`config.mk`:
```
export PLATFORM = sky130hd
export DESIGN_NAME = dp_exec_seq
export DESIGN_NICKNAME = d
export VERILOG_FILES = /design/src/rtl/dp_exec_seq.sv
export SDC_FILE = /design/constraint.sdc
export NUM_CORES = 1
export LEC_CHECK = 0
export ABC_AREA = 1
export CORE_AREA = 10 10 107 109
export CTS_BUF_LIST = sky130_fd_sc_hd__clkbuf_8
export CTS_CLUSTER_SIZE = 16
export DETAILED_ROUTE_END_ITERATION = 16
export DIE_AREA = 0 0 117 119
export PLACE_DENSITY = 0.72
export SYNTH_ARGS = -nofsm -noshare
export SYNTH_HDL_FRONTEND = slang
export SYNTH_SLANG_ARGS = --single-unit
```
`constraint.sdc`:
```
create_clock -name clk -period 4 [get_ports clk]
set_clock_uncertainty 0.15 [all_clocks]
set_input_delay 0.6 -clock clk [delete_from_list [all_inputs] [get_ports clk]]
set_output_delay 0.6 -clock clk [all_outputs]
set_load 0.02 [all_outputs]
```
`src/rtl/dp_exec_seq.sv`:
```
// Execute/writeback sequencer for the 8x16 register file: reads Rn then Rm, shifts B, runs the ALU, writes Rd.
// Optional DP_FULL_STATUS_EN widens status from {Z} to {V,N,Z}.
module dp_exec_seq #(
    parameter int W = 16
) (
    input  logic         clk,
    input  logic         reset,
    input  logic         start,
    input  logic [1:0]   op,
    input  logic [1:0]   shift,
    input  logic [2:0]   rn,
    input  logic [2:0]   rm,
    input  logic [2:0]   rd,
    input  logic [W-1:0] rf_data_out,
    output logic [2:0]   readnum,
    output logic [2:0]   writenum,
    output logic         write,
    output logic [W-1:0] wb_data,
    output logic         busy,
    output logic         done,
`ifdef DP_FULL_STATUS_EN
    output logic [2:0]   status
`else
    output logic [0:0]   status
`endif
);

`ifdef DP_FULL_STATUS_EN
    localparam int S = 3;
`else
    localparam int S = 1;
`endif

    // state | meaning
    // IDLE  | waiting for start; operands latched on acceptance
    // RDA   | readnum = rn, A captured at edge
    // RDB   | readnum = rm, B captured at edge
    // EXEC  | shift B, ALU, latch C and status
    // WB    | write C to rd, done pulse
    typedef enum logic [2:0] {IDLE, RDA, RDB, EXEC, WB} state_t;

    state_t         state;
    logic [W-1:0]   a, b, c;
    logic [1:0]     op_l, shift_l;
    logic [2:0]     rm_l, rd_l;
    logic [W-1:0]   bs, r;
    logic [S-1:0]   flags;

    assign wb_data = c;

    always_comb begin
        bs = b;
        case (shift_l)
            2'b01:   bs = {b[W-2:0], 1'b0};
            2'b10:   bs = {1'b0, b[W-1:1]};
            2'b11:   bs = {b[W-1], b[W-1:1]};
            default: bs = b;
        endcase

        r = '0;
        case (op_l)
            2'b00:   r = a + bs;
            2'b01:   r = a - bs;
            2'b10:   r = a & bs;
            default: r = ~bs;
        endcase

`ifdef DP_FULL_STATUS_EN
        flags = {1'b0, r[W-1], (r == '0)};
        if (op_l == 2'b00)
            flags[2] = (a[W-1] == bs[W-1]) && (r[W-1] != a[W-1]);
        else if (op_l == 2'b01)
            flags[2] = (a[W-1] != bs[W-1]) && (r[W-1] != a[W-1]);
`else
        flags = (r == '0);
`endif
    end

    always_ff @(posedge clk or posedge reset) begin
        if (reset) begin
            state    <= IDLE;
            a        <= '0;
            b        <= '0;
            c        <= '0;
            status   <= '0;
            op_l     <= '0;
            shift_l  <= '0;
            rm_l     <= '0;
            rd_l     <= '0;
            readnum  <= '0;
            writenum <= '0;
            write    <= 1'b0;
            busy     <= 1'b0;
            done     <= 1'b0;
        end else begin
            case (state)
                IDLE: begin
                    if (start) begin
                        op_l    <= op;
                        shift_l <= shift;
                        rm_l    <= rm;
                        rd_l    <= rd;
                        readnum <= rn;
                        busy    <= 1'b1;
                        state   <= RDA;
                    end
                end
                RDA: begin
                    a       <= rf_data_out;
                    readnum <= rm_l;
                    state   <= RDB;
                end
                RDB: begin
                    b       <= rf_data_out;
                    readnum <= '0;
                    state   <= EXEC;
                end
                EXEC: begin
                    c        <= r;
                    status   <= flags;
                    writenum <= rd_l;
                    write    <= 1'b1;
                    done     <= 1'b1;
                    state    <= WB;
                end
                default: begin
                    writenum <= '0;
                    write    <= 1'b0;
                    done     <= 1'b0;
                    busy     <= 1'b0;
                    state    <= IDLE;
                end
            endcase
        end
    end

endmodule

```
==> metrics.cfg, run 1 <==
[status]
outcome = finished clean

[worst_setup_path]
cp_data_arrival_time_ns = 3.66
timing.setup.critical_path_class = reg -> reg
worst_ep_required_time_ns = 4.15
cp-end-kind = flip-flop
critical_path.startpoint_type = flip-flop
worst-path-max-fanout = 11

[placement]
place_congestion = 0.9714
buffer_ports.inserted = 57
hpwl_mm = 9.255
cell_area_after_placement_um2 = 5349

[clock_network]
tritoncts = built
clkTransAtPathRegs_ns = 0.09
root_buffer = sky130_fd_sc_hd__clkbuf_8
tritoncts.num_buffers = 9
cts_num_sinks = 70
clkLatencyLatePin_ns = 0.37
cts-htree-levels = 3
cts_buffer_depth = 2

[run]
max_cap_viol_count = 0

[timing]
period_needed_ns = 3.512
timing.final.hold_violations = 0
slew_headroom_pct = 55.52
post_route_setup_tns_ns = 0
actual_slew_at_the_worst_max_slew_pin_ns = 0.6631
finalSetupViolations = 0
grt_setup_unrepaired = no
achievable-frequency_ghz = 0.2847
period_share_pct = 87.80
final_max_slew_viol_count = 0

[floorplanning]
std_cell_rows = 36
initial_utilization_pct = 49.44
floorplan.die.width_um = 117
top_level_ports = 58
chipHeight_um = 119
die-area_um2 = 13920
coreArea_um2 = 9459

[final_layout]
multi_input_area_um2 = 2574
stdcell_area_um2 = 5608
final_common_cell = sky130_fd_sc_hd__nand2_1
drive_gt1_share_pct = 12.66
diodes = 0
area_delta_synth_final_pct = 19.90
layout.cells.most_common_list = 180 x sky130_fd_sc_hd__nand2_1, 69 x sky130_fd_sc_hd__dfrtp_1, 60 x sky130_fd_sc_hd__inv_1, 57 x sky130_fd_sc_hd__clkdlybuf4s50_1, 50 x sky130_fd_sc_hd__nor2_1
final-seq-area_um2 = 1753
finalNetCount = 739
nFillCells = 896

[detailed_routing]
routed-via-count = 4230
post_drt_via_cell_ratio = 5.229
overall_routed_net_length_mm = 11.72
detailedRoute.firstPassIterationCount = 7
drcViolationCount = 0
routed_wire_length_per_instance_um = 14.49
drtAntennaViolNets = 0
drt_iter0_drc = 204

[synthesis]
ys_types = 35
synth_enable_flop_cells = 0
synth_sequential_area_ratio_pct = 37.45
synthesis.nets = 678
syn_area_per_cell_um2 = 7.436
synth-async-reset-ratio_pct = 100.0
yosys_warnings = 0
synth_area_um2 = 4677
syn_inst = 629
synth_flop_cell = sky130_fd_sc_hd__dfrtp_1
synth-seq-cells = 70

[grt]
grt_overflow = 0
grt_max_degree = 48
vias_in_the_first_global_route = 3986
globalRouteTotalUtil_pct = 17.30
antenna_violations_before_repair = 0
grt_pass1_wl_mm = 19.43

[hold_path]
hp-class = reg -> reg

metrics by stage:
| stage | util [%] | instances | hold WS (ns) | setup slack (ns) |
|---|---|---|---|---|
| after detailed placement | 56.55 | 790 | 0.3117 | 0.3749 |
| after CTS | 58.94 | 806 | 0.3324 | 0.3111 |
| after global routing | 59.29 | 809 | 0.3560 | 0.07252 |
| final | 59.29 | 809 | 0.3259 | 0.4880 |
| after floorplan | - | 629 | 0.2946 | 0.8912 |
| after global placement | 56.55 | 790 | 0.3049 | 0.3775 |
layer usage:
metal / part of all wire [%] / up-vias / GRT usage (%)
met5: 0 / - / 0
met4: 1.8 / 0 / 7.032
met3: 5.9 / 13 / 3.112
met2: 44 / 102 / 25.92
met1: 48 / 1962 / 23.93
li1: - / 2153 / -
kinds of logic after synthesis:
family                   count (synthesis)  synth area share (%)
AO/OA/AOI/OAI                           98                 11.08
flip-flops                              70                 37.45
AND/OR/NAND/NOR                        331                 33.84
multiplexers                            10                 2.408
buffers and inverters                   88                 7.705
adder cells (fa/ha/maj)                 17                 4.708
XOR/XNOR                                15                 2.809
repair_timing:
item,4_1_cts,5_1_grt
endpoints found under the setup margin,0,2
buffers inserted,0,3
resized for setup,0,3
hold buffers,0,0
hold endpoints to repair,0,0
synthesized netlist by cell type, types with 6 or more instances:
library cell / n / area (µm²)
sky130_fd_sc_hd__a21oi_1: 31 / 155.2
sky130_fd_sc_hd__a31oi_1: 11 / 68.82
sky130_fd_sc_hd__clkbuf_1: 10 / 37.54
sky130_fd_sc_hd__dfrtp_1: 70 / 1752
sky130_fd_sc_hd__ha_1: 16 / 200.2
sky130_fd_sc_hd__inv_1: 61 / 229.0
sky130_fd_sc_hd__mux2_2: 10 / 112.6
sky130_fd_sc_hd__nand2_1: 180 / 675.7
sky130_fd_sc_hd__nand2_2: 17 / 106.4
sky130_fd_sc_hd__nand3_1: 43 / 215.2
sky130_fd_sc_hd__nand3_2: 6 / 60.06
sky130_fd_sc_hd__nand3_4: 6 / 105.1
sky130_fd_sc_hd__nand3b_1: 7 / 52.55
sky130_fd_sc_hd__nand4_1: 6 / 37.54
sky130_fd_sc_hd__nor2_1: 50 / 187.7
sky130_fd_sc_hd__o21ai_0: 48 / 240.2
sky130_fd_sc_hd__xor2_1: 10 / 87.58
critical path, cell delays in order (launching register included):
cell and delay (ns):
sky130_fd_sc_hd__dfrtp_1 0.47, sky130_fd_sc_hd__inv_2 0.10, sky130_fd_sc_hd__nor2_4 0.29, sky130_fd_sc_hd__nand2_1 0.11
sky130_fd_sc_hd__nand3_2 0.14, sky130_fd_sc_hd__nor2_1 0.08, sky130_fd_sc_hd__nand2_2 0.10, sky130_fd_sc_hd__nor2_4 0.06
sky130_fd_sc_hd__a21oi_1 0.20, sky130_fd_sc_hd__nor2_1 0.09, sky130_fd_sc_hd__xor2_1 0.15, sky130_fd_sc_hd__ha_1 0.33
sky130_fd_sc_hd__inv_1 0.08, sky130_fd_sc_hd__nor3_1 0.22, sky130_fd_sc_hd__and2_1 0.15, sky130_fd_sc_hd__nand2_1 0.06
sky130_fd_sc_hd__nand2_1 0.07, sky130_fd_sc_hd__nand2_1 0.04, sky130_fd_sc_hd__nand3_1 0.08, sky130_fd_sc_hd__nand2_1 0.06
sky130_fd_sc_hd__nor2_1 0.10, sky130_fd_sc_hd__nand4_1 0.10, sky130_fd_sc_hd__nor2_1 0.11, sky130_fd_sc_hd__nand2_1 0.06
sky130_fd_sc_hd__nand2_1 0.05
flip-flops by register name, indices dropped and copies added (netlist names):
| register | cells |
|---|---|
| writenum | 3 |
| status | 1 |
| op_l | 2 |
| busy | 1 |
| rm_l | 3 |
| a | 16 |
| rd_l | 3 |
| readnum | 3 |
| state | 3 |
| b | 16 |
| wb_data | 16 |
| done | 1 |
| shift_l | 2 |
area by class of cell:
cell class	count	share of cell area, %
clock buffer	9	2.209
tap	114	2.544
sequential	70	31.26
timing repair buffer	67	11.51
inverter	71	4.752
multi-input combinational	471	45.89
clock inverter	7	1.830
worst paths after layout:
check	start	to	slack, ns	cells past startpoint
worst max-delay path	shift_l[0]	status	0.49	24
max in group asynchronous	reset	shift_l[1]	2.27	3
min in group asynchronous	reset	done	0.42	2
worst min-delay path	rd_l[0]	writenum[0]	0.33	2
worst min register to register	rd_l[0]	writenum[0]	0.33	2
worst max register to register	shift_l[0]	status	0.49	24
Power of run 1 is left out: the tool's default activity adds up to more than one toggle a clock period on the data nets, which glitch-free logic cannot reach.
==> run 2: changes to the inputs <==
--- a/config.mk
+++ b/config.mk
@@ -6,12 +6,13 @@
 export NUM_CORES = 1
 export LEC_CHECK = 0
 export ABC_AREA = 1
-export CORE_AREA = 10 10 107 109
+export CORE_AREA = 10 10 101 103
 export CTS_BUF_LIST = sky130_fd_sc_hd__clkbuf_8
+export CTS_CLUSTER_DIAMETER = 120
 export CTS_CLUSTER_SIZE = 16
 export DETAILED_ROUTE_END_ITERATION = 16
-export DIE_AREA = 0 0 117 119
-export PLACE_DENSITY = 0.72
+export DIE_AREA = 0 0 111 113
+export PLACE_DENSITY = 0.81
 export SYNTH_ARGS = -nofsm -noshare
 export SYNTH_HDL_FRONTEND = slang
 export SYNTH_SLANG_ARGS = --single-unit
==> run 2 against run 1 <==
Against the previous run: first-iteration DRC count grew 69%; highest routed layer unchanged; largest cell class unchanged; via count grew 2.2%; global-route usage grew 2.4 points; register-to-register slack lost 0.04 ns; count of clock-buffer cells in the layout is the same; sequential share of layout area grew 0.43 points; worst hold slack gained 0.0020 ns; non-clock buffer count shrank 1.
==> metrics.cfg, run 2 (synthesis results as in run 1) <==
[final_layout]
diodes = 0  ; unchanged
finalNetCount = 738  ; -0.14%
layout.cells.most_common_list = 180 x sky130_fd_sc_hd__nand2_1, 69 x sky130_fd_sc_hd__dfrtp_1, 60 x sky130_fd_sc_hd__inv_1, 57 x sky130_fd_sc_hd__clkdlybuf4s50_1, 50 x sky130_fd_sc_hd__nor2_1
multi_input_area_um2 = 2570  ; -0.15%
drive_gt1_share_pct = 12.39  ; -0.27 points
area_delta_synth_final_pct = 18.27
nFillCells = 694  ; -23%
final-seq-area_um2 = 1753  ; unchanged
final_common_cell = sky130_fd_sc_hd__nand2_1

[detailed_routing]
drt_iter0_drc = 345  ; +69%
drcViolationCount = 0  ; unchanged
drtAntennaViolNets = 0  ; unchanged
routed-via-count = 4322  ; +2.2%
detailedRoute.firstPassIterationCount = 4  ; -3
post_drt_via_cell_ratio = 5.409  ; +3.5%
overall_routed_net_length_mm = 12.24  ; +4.5%
routed_wire_length_per_instance_um = 15.32  ; +5.8%

[placement]
place_congestion = 0.9362  ; -3.6%
buffer_ports.inserted = 57  ; unchanged
hpwl_mm = 9.611  ; +3.8%

[timing]
finalSetupViolations = 0  ; unchanged
period_share_pct = 88.86  ; +1.1 points
actual_slew_at_the_worst_max_slew_pin_ns = 0.9282  ; +0.2652 ns
slew_headroom_pct = 37.97  ; -18 points
grt_setup_unrepaired = no
achievable-frequency_ghz = 0.2813  ; -1.2%
post_route_setup_tns_ns = 0  ; unchanged
period_needed_ns = 3.555  ; +0.04251 ns
timing.final.hold_violations = 0  ; unchanged
final_max_slew_viol_count = 0  ; unchanged

[floorplanning]
initial_utilization_pct = 57.50  ; +8.1 points
std_cell_rows = 33  ; -8.3%
die-area_um2 = 12540  ; -9.9%
coreArea_um2 = 8134  ; -14%
chipHeight_um = 113  ; -5.0%
floorplan.die.width_um = 111  ; -5.1%
top_level_ports = 58  ; unchanged

[grt]
grt_max_degree = 33  ; -31%
antenna_violations_before_repair = 0  ; unchanged
grt_overflow = 0  ; unchanged
globalRouteTotalUtil_pct = 19.74  ; +2.4 points
grt_pass1_wl_mm = 20.78  ; +6.9%
vias_in_the_first_global_route = 4290  ; +7.6%

[worst_setup_path]
worst-path-max-fanout = 9  ; -2
timing.setup.critical_path_class = reg -> reg
cp-end-kind = flip-flop
worst_ep_required_time_ns = 4.10  ; -0.05 ns
critical_path.startpoint_type = flip-flop
cp_data_arrival_time_ns = 3.65  ; about the same

[clock_network]
cts_num_sinks = 70  ; unchanged
tritoncts.num_buffers = 9  ; unchanged
cts-htree-levels = 3  ; unchanged
clkTransAtPathRegs_ns = 0.08  ; about the same
tritoncts = built
root_buffer = sky130_fd_sc_hd__clkbuf_8
cts.repair_timing.setup_buffer_count = 0  ; unchanged
clkLatencyLatePin_ns = 0.36  ; about the same
cts_buffer_depth = 2  ; unchanged

[run]
max_cap_viol_count = 0  ; unchanged

[status]
outcome = finished clean

[hold_path]
hp-class = reg -> reg

-- run 2: cell count changes in the layout (fill, tap and decap cells not counted) --
cell	previous run	this run
sky130_fd_sc_hd__clkinv_4	1	2
sky130_fd_sc_hd__a21oi_2	1	0
sky130_fd_sc_hd__a21oi_1	30	31
sky130_fd_sc_hd__inv_6	3	1
sky130_fd_sc_hd__bufinv_16	2	0
sky130_fd_sc_hd__buf_4	10	9
sky130_fd_sc_hd__clkinv_2	0	3
-- run 2: repair_timing --
| item | 4_1_cts | 5_1_grt |
|---|---|---|
| hold endpoints to repair | 0 | 0 |
| hold buffers | 0 | 0 |
| gates resized for setup | 0 | 2 |
| setup endpoints to repair | 0 | 1 |
-- run 2: stage by stage --
step	utilization, %	worst slack [ns]	hold WS [ns]	cell area, µm²	std cells
4_1_cts	67.93	0.3204	0.3305	5525	799
3_5_place_dp	65.81	0.3856	0.3121	5353	783
2_1_floorplan	-	0.8912	0.2946	4677	629
5_1_grt	68.00	0.08092	0.3634	5532	799
6_report	68.00	0.4455	0.3278	5532	799
3_3_place_gp	65.81	0.4536	0.3024	5353	783
-- run 2: worst paths after layout --
path | start | end | slack (ns) | cells past startpoint
worst max-delay path | shift_l[1] | status | 0.45 | 23
worst min-delay path | rd_l[2] | writenum[2] | 0.33 | 2
worst max register to register | shift_l[1] | status | 0.45 | 23
worst min register to register | rd_l[2] | writenum[2] | 0.33 | 2
max in group asynchronous | reset | shift_l[1] | 2.49 | 3
min in group asynchronous | reset | done | 0.46 | 2
-- run 2: area by class of cell --
| type | instances | area share (%) |
|---|---|---|
| clock buffer | 9 | 2.239 |
| clock inverter | 7 | 0.8822 |
| inverter | 71 | 4.818 |
| multi-input combinational | 471 | 46.46 |
| sequential | 70 | 31.69 |
| tap | 105 | 2.375 |
| timing repair buffer | 66 | 11.54 |
-- run 2: per-layer routing --
layer  track usage [%]  vias to the layer above  wire length (µm)
li1                  -                     2151                 -
met1             25.41                     2000              5478
met2             31.49                      146              5642
met3             4.068                       25               758
met4             8.507                        0               363
met5                 0                        -                 0
-- run 2: worst max-delay path, stage by stage (launching register included) --
cell	delay [ns]
sky130_fd_sc_hd__dfrtp_2	0.49
sky130_fd_sc_hd__inv_2	0.09
sky130_fd_sc_hd__nand3_1	0.13
sky130_fd_sc_hd__nand3_2	0.15
sky130_fd_sc_hd__nor2_1	0.19
sky130_fd_sc_hd__nand2_2	0.11
sky130_fd_sc_hd__o21ai_0	0.27
sky130_fd_sc_hd__nand2_1	0.11
sky130_fd_sc_hd__xnor2_1	0.14
sky130_fd_sc_hd__ha_1	0.34
sky130_fd_sc_hd__nand2_1	0.14
sky130_fd_sc_hd__inv_1	0.05
sky130_fd_sc_hd__a21oi_1	0.17
sky130_fd_sc_hd__nand2_1	0.10
sky130_fd_sc_hd__nand2_1	0.09
sky130_fd_sc_hd__nand2_1	0.08
sky130_fd_sc_hd__a21oi_1	0.18
sky130_fd_sc_hd__inv_1	0.06
sky130_fd_sc_hd__nand3_1	0.08
sky130_fd_sc_hd__nand3_1	0.08
sky130_fd_sc_hd__nand2_1	0.10
sky130_fd_sc_hd__inv_2	0.04
sky130_fd_sc_hd__nand2_1	0.06
sky130_fd_sc_hd__nand2_1	0.05
Power of run 2 is left out for the same reason.
